### config.mk
export PLATFORM = sky130hd
export DESIGN_NAME = vga_display_ctrl
export DESIGN_NICKNAME = d
export VERILOG_FILES = /design/src/rtl/vga_pkg.sv /design/src/rtl/vga_timing_gen.sv /design/src/rtl/vga_display_ctrl.sv
export SDC_FILE = /design/constraint.sdc
export NUM_CORES = 1
export LEC_CHECK = 0
export ABC_AREA = 0
export ABC_CLOCK_PERIOD_IN_PS = 7880
export CORE_MARGIN = 3
export CORE_UTILIZATION = 30
export DETAILED_ROUTE_END_ITERATION = 8
export PLACE_DENSITY_LB_ADDON = 0.15
export SKIP_LAST_GASP = 1
export SLEW_MARGIN = 20
export SYNTH_ARGS = -nofsm -noshare
export SYNTH_HDL_FRONTEND = slang
export SYNTH_SLANG_ARGS = --single-unit
### constraint.sdc
create_clock -name clk -period 7.88 [get_ports clk]
set_clock_uncertainty 0.15 [all_clocks]
set_input_delay 1.182 -clock clk [delete_from_list [all_inputs] [get_ports clk]]
set_output_delay 1.182 -clock clk [all_outputs]
set_load 0.01 [all_outputs]
### src/rtl/vga_pkg.sv
// vga_pkg: shared mode and fade-state encodings plus default 640x480@60 timing.
package vga_pkg;
   typedef enum logic [1:0] {
      MODE_IDLE = 2'd0,
      MODE_PLAY = 2'd1,
      MODE_WIN  = 2'd2,
      MODE_LOSE = 2'd3
   } mode_t;
   typedef enum logic [1:0] {
      FADE_STEADY = 2'd0,
      FADE_OUT    = 2'd1,
      FADE_IN     = 2'd2
   } fade_state_t;
   localparam int DEF_H_ACTIVE = 640;
   localparam int DEF_H_FP     = 16;
   localparam int DEF_H_SYNC   = 96;
   localparam int DEF_H_BP     = 48;
   localparam int DEF_V_ACTIVE = 480;
   localparam int DEF_V_FP     = 10;
   localparam int DEF_V_SYNC   = 2;
   localparam int DEF_V_BP     = 33;
   localparam int CNT_W        = 10;
   localparam int ADDRH_W      = 10;
   localparam int ADDRV_W      = 9;
endpackage

### src/rtl/vga_timing_gen.sv
// vga_timing_gen: pixel/line counters, raw active-low syncs, active flag and end-of-frame tick.
module vga_timing_gen import vga_pkg::*; #(
   parameter int H_ACTIVE = DEF_H_ACTIVE,
   parameter int H_FP     = DEF_H_FP,
   parameter int H_SYNC   = DEF_H_SYNC,
   parameter int H_BP     = DEF_H_BP,
   parameter int V_ACTIVE = DEF_V_ACTIVE,
   parameter int V_FP     = DEF_V_FP,
   parameter int V_SYNC   = DEF_V_SYNC,
   parameter int V_BP     = DEF_V_BP
) (
   input  logic             clk,
   input  logic             resetn,
   input  logic             pix_en,
   output logic [CNT_W-1:0] h,
   output logic [CNT_W-1:0] v,
   output logic             active,
   output logic             hs_raw,
   output logic             vs_raw,
   output logic             frame_tick
);
   localparam logic [CNT_W-1:0] H_LAST  = CNT_W'(H_ACTIVE + H_FP + H_SYNC + H_BP - 1);
   localparam logic [CNT_W-1:0] V_LAST  = CNT_W'(V_ACTIVE + V_FP + V_SYNC + V_BP - 1);
   localparam logic [CNT_W-1:0] H_ACT   = CNT_W'(H_ACTIVE);
   localparam logic [CNT_W-1:0] V_ACT   = CNT_W'(V_ACTIVE);
   localparam logic [CNT_W-1:0] V_ALAST = CNT_W'(V_ACTIVE - 1);
   localparam logic [CNT_W-1:0] HS_BEG  = CNT_W'(H_ACTIVE + H_FP);
   localparam logic [CNT_W-1:0] HS_END  = CNT_W'(H_ACTIVE + H_FP + H_SYNC);
   localparam logic [CNT_W-1:0] VS_BEG  = CNT_W'(V_ACTIVE + V_FP);
   localparam logic [CNT_W-1:0] VS_END  = CNT_W'(V_ACTIVE + V_FP + V_SYNC);
   always_ff @(posedge clk) begin
      if (!resetn) begin
         h <= '0;
         v <= '0;
      end else if (pix_en) begin
         h <= (h == H_LAST) ? '0 : h + 1'b1;
         if (h == H_LAST) v <= (v == V_LAST) ? '0 : v + 1'b1;
      end
   end
   assign active     = (h < H_ACT) && (v < V_ACT);
   assign hs_raw     = !((h >= HS_BEG) && (h < HS_END));
   assign vs_raw     = !((v >= VS_BEG) && (v < VS_END));
   assign frame_tick = pix_en && (h == H_LAST) && (v == V_ALAST);
endmodule

### src/rtl/vga_display_ctrl.sv
// vga_display_ctrl: VGA timing, per-mode pixel colour and frame-boundary fade between modes.
module vga_display_ctrl import vga_pkg::*; #(
   parameter int                COLOUR_W    = 12,
   parameter int                H_ACTIVE    = DEF_H_ACTIVE,
   parameter int                H_FP        = DEF_H_FP,
   parameter int                H_SYNC      = DEF_H_SYNC,
   parameter int                H_BP        = DEF_H_BP,
   parameter int                V_ACTIVE    = DEF_V_ACTIVE,
   parameter int                V_FP        = DEF_V_FP,
   parameter int                V_SYNC      = DEF_V_SYNC,
   parameter int                V_BP        = DEF_V_BP,
   parameter int                FRAME_CNT_W = 16,
   parameter int                FADE_SHIFT  = 4,
   parameter logic [COLOUR_W-1:0] IDLE_COLOUR = 12'h0FF
) (
   input  logic                clk,
   input  logic                resetn,
   input  logic                pix_en,
   input  logic [1:0]          master_state,
   input  logic [COLOUR_W-1:0] game_colour,
   output logic [ADDRH_W-1:0]  addrh,
   output logic [ADDRV_W-1:0]  addrv,
   output logic                hs,
   output logic                vs,
   output logic [COLOUR_W-1:0] colour_out,
   output logic                frame_tick,
   output logic                fade_busy
);
   localparam int CH = COLOUR_W / 3;
   localparam int PW = CH + FADE_SHIFT + 1;
   localparam logic [FADE_SHIFT:0]   LVL_FULL = {1'b1, {FADE_SHIFT{1'b0}}};
   localparam logic [CNT_W-1:0]      H_MID    = CNT_W'(H_ACTIVE / 2);
   localparam logic [CNT_W-1:0]      V_MID    = CNT_W'(V_ACTIVE / 2);
   localparam logic [COLOUR_W-1:0]   RED_FULL = {{CH{1'b1}}, {(COLOUR_W - CH){1'b0}}};
   logic [CNT_W-1:0]       h, v, dh, dv;
   logic                   active, hs_raw, vs_raw;
   logic [FRAME_CNT_W-1:0] frame_cnt;
   mode_t                  ms, mode_q, mode_d;
   fade_state_t            st_q, st_d;
   logic [FADE_SHIFT:0]    lvl_q, lvl_d;
   logic [COLOUR_W-1:0]    win_colour, src_colour, faded;
   vga_timing_gen #(
      .H_ACTIVE(H_ACTIVE), .H_FP(H_FP), .H_SYNC(H_SYNC), .H_BP(H_BP),
      .V_ACTIVE(V_ACTIVE), .V_FP(V_FP), .V_SYNC(V_SYNC), .V_BP(V_BP)
   ) u_timing (
      .clk(clk),
      .resetn(resetn),
      .pix_en(pix_en),
      .h(h),
      .v(v),
      .active(active),
      .hs_raw(hs_raw),
      .vs_raw(vs_raw),
      .frame_tick(frame_tick)
   );
   assign addrh     = h;
   assign addrv     = v[ADDRV_W-1:0];
   assign ms        = mode_t'(master_state);
   assign fade_busy = st_q != FADE_STEADY;
   always_comb begin
      dh = (h >= H_MID) ? h - H_MID : H_MID - h;
      dv = (v >= V_MID) ? v - V_MID : V_MID - v;
      win_colour = COLOUR_W'(frame_cnt[FRAME_CNT_W-1 -: 8]) + COLOUR_W'(dh) + COLOUR_W'(dv);
      src_colour = (mode_q == MODE_IDLE) ? IDLE_COLOUR :
                   (mode_q == MODE_PLAY) ? game_colour :
                   (mode_q == MODE_WIN)  ? win_colour  :
                   (frame_cnt[5] ? RED_FULL : '0);
   end
   // level 2^FADE_SHIFT scales each channel by exactly one
   for (genvar c = 0; c < 3; c++) begin : g_ch
      assign faded[c*CH +: CH] = CH'((PW'(src_colour[c*CH +: CH]) * PW'(lvl_q)) >> FADE_SHIFT);
   end
   always_comb begin
      st_d   = st_q;
      lvl_d  = lvl_q;
      mode_d = mode_q;
      if (frame_tick) begin
         case (st_q)
            FADE_STEADY: st_d = (ms != mode_q) ? FADE_OUT : FADE_STEADY;
            FADE_OUT: begin
               if (ms == mode_q) st_d = FADE_IN;
               else begin
                  lvl_d = (lvl_q == '0) ? '0 : lvl_q - 1'b1;
                  if (lvl_d == '0) begin
                     mode_d = ms;
                     st_d   = FADE_IN;
                  end
               end
            end
            FADE_IN: begin
               if (ms != mode_q) st_d = FADE_OUT;
               else begin
                  lvl_d = (lvl_q == LVL_FULL) ? LVL_FULL : lvl_q + 1'b1;
                  st_d  = (lvl_d == LVL_FULL) ? FADE_STEADY : FADE_IN;
               end
            end
            default: st_d = FADE_STEADY;
         endcase
      end
   end
   always_ff @(posedge clk) begin
      if (!resetn) begin
         colour_out <= '0;
         hs         <= 1'b1;
         vs         <= 1'b1;
         frame_cnt  <= '0;
         mode_q     <= MODE_IDLE;
         st_q       <= FADE_STEADY;
         lvl_q      <= LVL_FULL;
      end else begin
         if (pix_en) begin
            colour_out <= active ? faded : '0;
            hs         <= hs_raw;
            vs         <= vs_raw;
         end
         if (frame_tick) frame_cnt <= frame_cnt + 1'b1;
         mode_q <= mode_d;
         st_q   <= st_d;
         lvl_q  <= lvl_d;
      end
   end
endmodule

==> implementation parameters, run 1 <==
Parameter                              Value

Power
  Portion of total power attributed to sequential cells ... 0.378
  Part of the total power dissipated in combinational logic ... 0.122
  Overall power ... 813 µW
  Switching share of power ... 0.250
  Clock network fraction of total power ... 0.500
  Cell internal power dissipation ... 610 µW
  Areal power density over the cells ... roughly 120 nW/µm²
  Max rail drop VDD ... about 0.11 mV
  Total net switching power ... 203 µW
  LEAKAGE ... around 2.8 nW

Place
  Count of buffers from port buffering ... 51
  Half-perimeter wire length of the detailed placement result ... 11600 µm
  Weighted congestion reported at the end of routability-driven placement ... 0.859

Critical path
  Element type at the critical path start ... flop
  Worst setup EP type ... flop
  Kind of critical path ... flop to flop
  WP data arrival ... roughly 7.3 ns
  R2R Setup Slk ... just under 0.7 ns
  Critical path required time ... roughly 8.0 ns
  CP max FO ... 10

Clock network
  Root cell of the clock tree ... sky130_fd_sc_hd__clkbuf_16
  Post-CTS setup buffers ... 0
  H-Tree Level Count ... 3
  Clock Path Buffers ... 2
  Number of CTS-inserted buffers ... 9
  Clock latency on the worst-skew pair ... approximately 0.35 ns
  Clock transition at the registers of the reported paths ... roughly 0.050 ns
  Clock Sink Count ... 59
  Clock tree from TritonCTS ... built

Floorplan
  Row cnt ... 49
  Top Ports ... 52
  Initial core utilization ... 0.312
  Die X ... ~140 µm
  Die Y ... 144 µm
  Core ar. ... 18300 µm²
  Die area ... around 21000 µm²

STA
  FMAX ... approximately 140 MHz
  Relative max-transition margin ... 0.478
  Setup_tns ... 0 ns
  Shortest clock period the worst path allows after layout ... 7.20 ns
  Total count of max-transition violations in the final report ... 0
  RSZ-0062 raised after global routing ... no
  Measured slew at the worst slew-check pin ... 0.782 ns
  Hold Fails Final Rpt ... 0
  Setup-failing EPs final ... 0
  Crit share post-route ... 0.914

Layout
  Post-layout nets ... around 860
  Number of antenna diodes ... 0
  Leading cell type in the layout, fill and taps excluded ... sky130_fd_sc_hd__nand2_1
  Fraction of final layout cells sized beyond drive strength 1 ... 0.0471
  Synth-to-Final Area Change ... 15.7%
  Top library cells by usage in the layout, fill and taps aside ... sky130_fd_sc_hd__nand2_1, sky130_fd_sc_hd__nor2_1, sky130_fd_sc_hd__inv_1

Global route
  Overflow left after global routing ... 0
  Wire length of the first global-routing pass ... 24800 µm
  Total global routing track utilization ... 0.151
  Initial antenna violation count ... 0
  Vias in the first global route ... a little under 5000
  Largest net degree at the start of global routing ... 26

Drt
  Count of antenna-violating nets left after detailed routing ... 0
  Via/cell ratio ... slightly below 5
  Initial DRT Pass Iterations ... 4
  WL final ... 15000 µm
  Per-cell routed wire length ... between 15 and 20 µm
  Via count ... 4841
  Residual DRC ... 0
  Detailed router's first-iteration violation count ... 186

Synthesis
  Area of the mapped netlist ... approximately 5700 µm²
  Number of warning messages in the yosys log ... 0
  Syn Inst Count ... 736
  Async SR Flop Fraction ... 0
  Count of flip-flops with a built-in enable after synthesis ... 0
  Top FF cell, synth ... sky130_fd_sc_hd__dfxtp_1
  Portion of the post-synthesis area used by sequential elements ... 0.206
  Post-Synthesis Mean Instance Area ... 7.78 µm²
  Number of register bits inferred by synthesis ... between 50 and 60
  Distinct cell type count after synthesis ... 64
  Net count after synthesis ... between 800 and 900

Flow run
  Total of max-cap violations ... 0

Worst hold path
  Hold/Removal Path Class ... flop to flop

Run status
  Result of the run ... complete, no violations
[per-stage QoR]
stage	hold WS (ns)	setup slack, ns	cell area (µm²)	cells	util
2_1_floorplan	0.304	1.10	5720	736	-
3_3_place_gp	0.289	0.767	6310	978	0.344
3_5_place_dp	0.291	0.537	6310	978	0.344
4_1_cts	0.304	0.496	6610	993	0.361
5_1_grt	0.337	0.0402	6620	993	0.361
6_report	0.303	0.680	6620	993	0.361
[logic make-up (layout without fill, tap and decap cells)]
kind of cell               after synthesis  after routing  synth area share
and+or+nand+nor                        284            284             0.249
adders and majority gates               79             79             0.204
xor gates and xnor gates                66             66             0.101
DFF                                     59             59             0.206
buffers and inverters                  113            141            0.0877
muxes                                    9              9            0.0157
AOI/OAI and AO/OA                      126            126             0.136
[per-layer routing]
metal  track usage  vias up  wire length [µm]
met3        0.0298       12               478
met4        0.0476        0               225
met5             0        -                 0
li1              -     2487                 -
met2         0.266       73              7320
met1         0.187     2269              6930
[critical path: stages (launching register included)]
cell,delay [ns]
sky130_fd_sc_hd__dfxtp_1,0.41
sky130_fd_sc_hd__nor4_2,0.43
sky130_fd_sc_hd__nand3_1,0.16
sky130_fd_sc_hd__a21boi_0,0.31
sky130_fd_sc_hd__or2_2,0.26
sky130_fd_sc_hd__mux2i_1,0.27
sky130_fd_sc_hd__fa_1,0.45
sky130_fd_sc_hd__inv_1,0.07
sky130_fd_sc_hd__ha_1,0.18
sky130_fd_sc_hd__inv_1,0.06
sky130_fd_sc_hd__fa_1,0.39
sky130_fd_sc_hd__nand2b_1,0.17
sky130_fd_sc_hd__a21oi_1,0.27
sky130_fd_sc_hd__o311ai_1,0.17
sky130_fd_sc_hd__a2111oi_0,0.55
sky130_fd_sc_hd__or2_2,0.23
sky130_fd_sc_hd__nand2_1,0.08
sky130_fd_sc_hd__fa_1,0.53
sky130_fd_sc_hd__fa_1,0.55
sky130_fd_sc_hd__inv_1,0.04
sky130_fd_sc_hd__ha_1,0.27
sky130_fd_sc_hd__and3_1,0.15
sky130_fd_sc_hd__and3_1,0.19
sky130_fd_sc_hd__a311oi_2,0.35
sky130_fd_sc_hd__nor4_1,0.08
sky130_fd_sc_hd__or3_1,0.30
[power groups by stage]
stage               Sequential [mW]  Clock, mW  Combinational, mW
floorplan                     0.314          0             0.0635
global placement              0.313          0             0.0998
detailed placement            0.314          0             0.0995
CTS                           0.307      0.419              0.100
global route                  0.308      0.432              0.112
finish                        0.307      0.406             0.0993
[worst paths after layout]
check / startpoint / cells after the start / to
max: u_timing.h[2] / 25 / colour_out[11]
min: colour_out[7] / 2 / colour_out[7]
max reg2reg: u_timing.h[2] / 25 / colour_out[11]
min reg2reg: colour_out[7] / 2 / colour_out[7]
[registers in the layout, summed over array words and instances (netlist names)]
name	count
u_timing.h	10
frame_cnt	16
u_timing.v	10
st_q	2
vs	1
mode_q	2
hs	1
colour_out	12
lvl_q	5
[final cells by class]
| cell class | count | area [µm²] |
|---|---|---|
| multi-input combinational | 564 | 4050 |
| clock inverter | 4 | 50.0 |
| inverter | 72 | 270 |
| fill | 1901 | 11700 |
| clock buffer | 11 | 253 |
| tap | 229 | 287 |
| timing repair buffer | 54 | 533 |
| sequential | 59 | 1180 |
[synth_stat cells (10+ instances only)]
cell                       number  area, µm²
sky130_fd_sc_hd__xor2_1        28        245
sky130_fd_sc_hd__o21ai_0       39        195
sky130_fd_sc_hd__nor2_1        74        278
sky130_fd_sc_hd__dfxtp_1       59       1180
sky130_fd_sc_hd__ha_1          55        688
sky130_fd_sc_hd__a21oi_1       37        185
sky130_fd_sc_hd__nand4_1       10       62.6
sky130_fd_sc_hd__inv_1         71        267
sky130_fd_sc_hd__xnor2_1       38        333
sky130_fd_sc_hd__nand3_1       15       75.1
sky130_fd_sc_hd__nor2b_1       13       81.3
sky130_fd_sc_hd__and2_1        23        144
sky130_fd_sc_hd__nor3_1        13       65.1
sky130_fd_sc_hd__buf_4         10       75.1
sky130_fd_sc_hd__nand2_1       85        319
sky130_fd_sc_hd__fa_1          24        480
sky130_fd_sc_hd__clkbuf_1      22       82.6
[what timing repair did]
| item | 4_1_cts | 5_1_grt |
|---|---|---|
| hold buffers | 0 | 0 |
| setup endpoints to repair | 0 | 4 |
| gates resized for setup | 0 | 1 |
Power figures use the tool's default switching activity.
==> run 2, diff against run 1 <==
--- a/config.mk
+++ b/config.mk
@@ -9,6 +9,7 @@
 export ABC_CLOCK_PERIOD_IN_PS = 7880
 export CORE_MARGIN = 3
 export CORE_UTILIZATION = 30
+export CTS_CLUSTER_SIZE = 30
 export DETAILED_ROUTE_END_ITERATION = 8
 export PLACE_DENSITY_LB_ADDON = 0.15
 export SKIP_LAST_GASP = 1
==> results of run 2 <==
The final DEF is identical to that of run 1; final timing and power are the same.
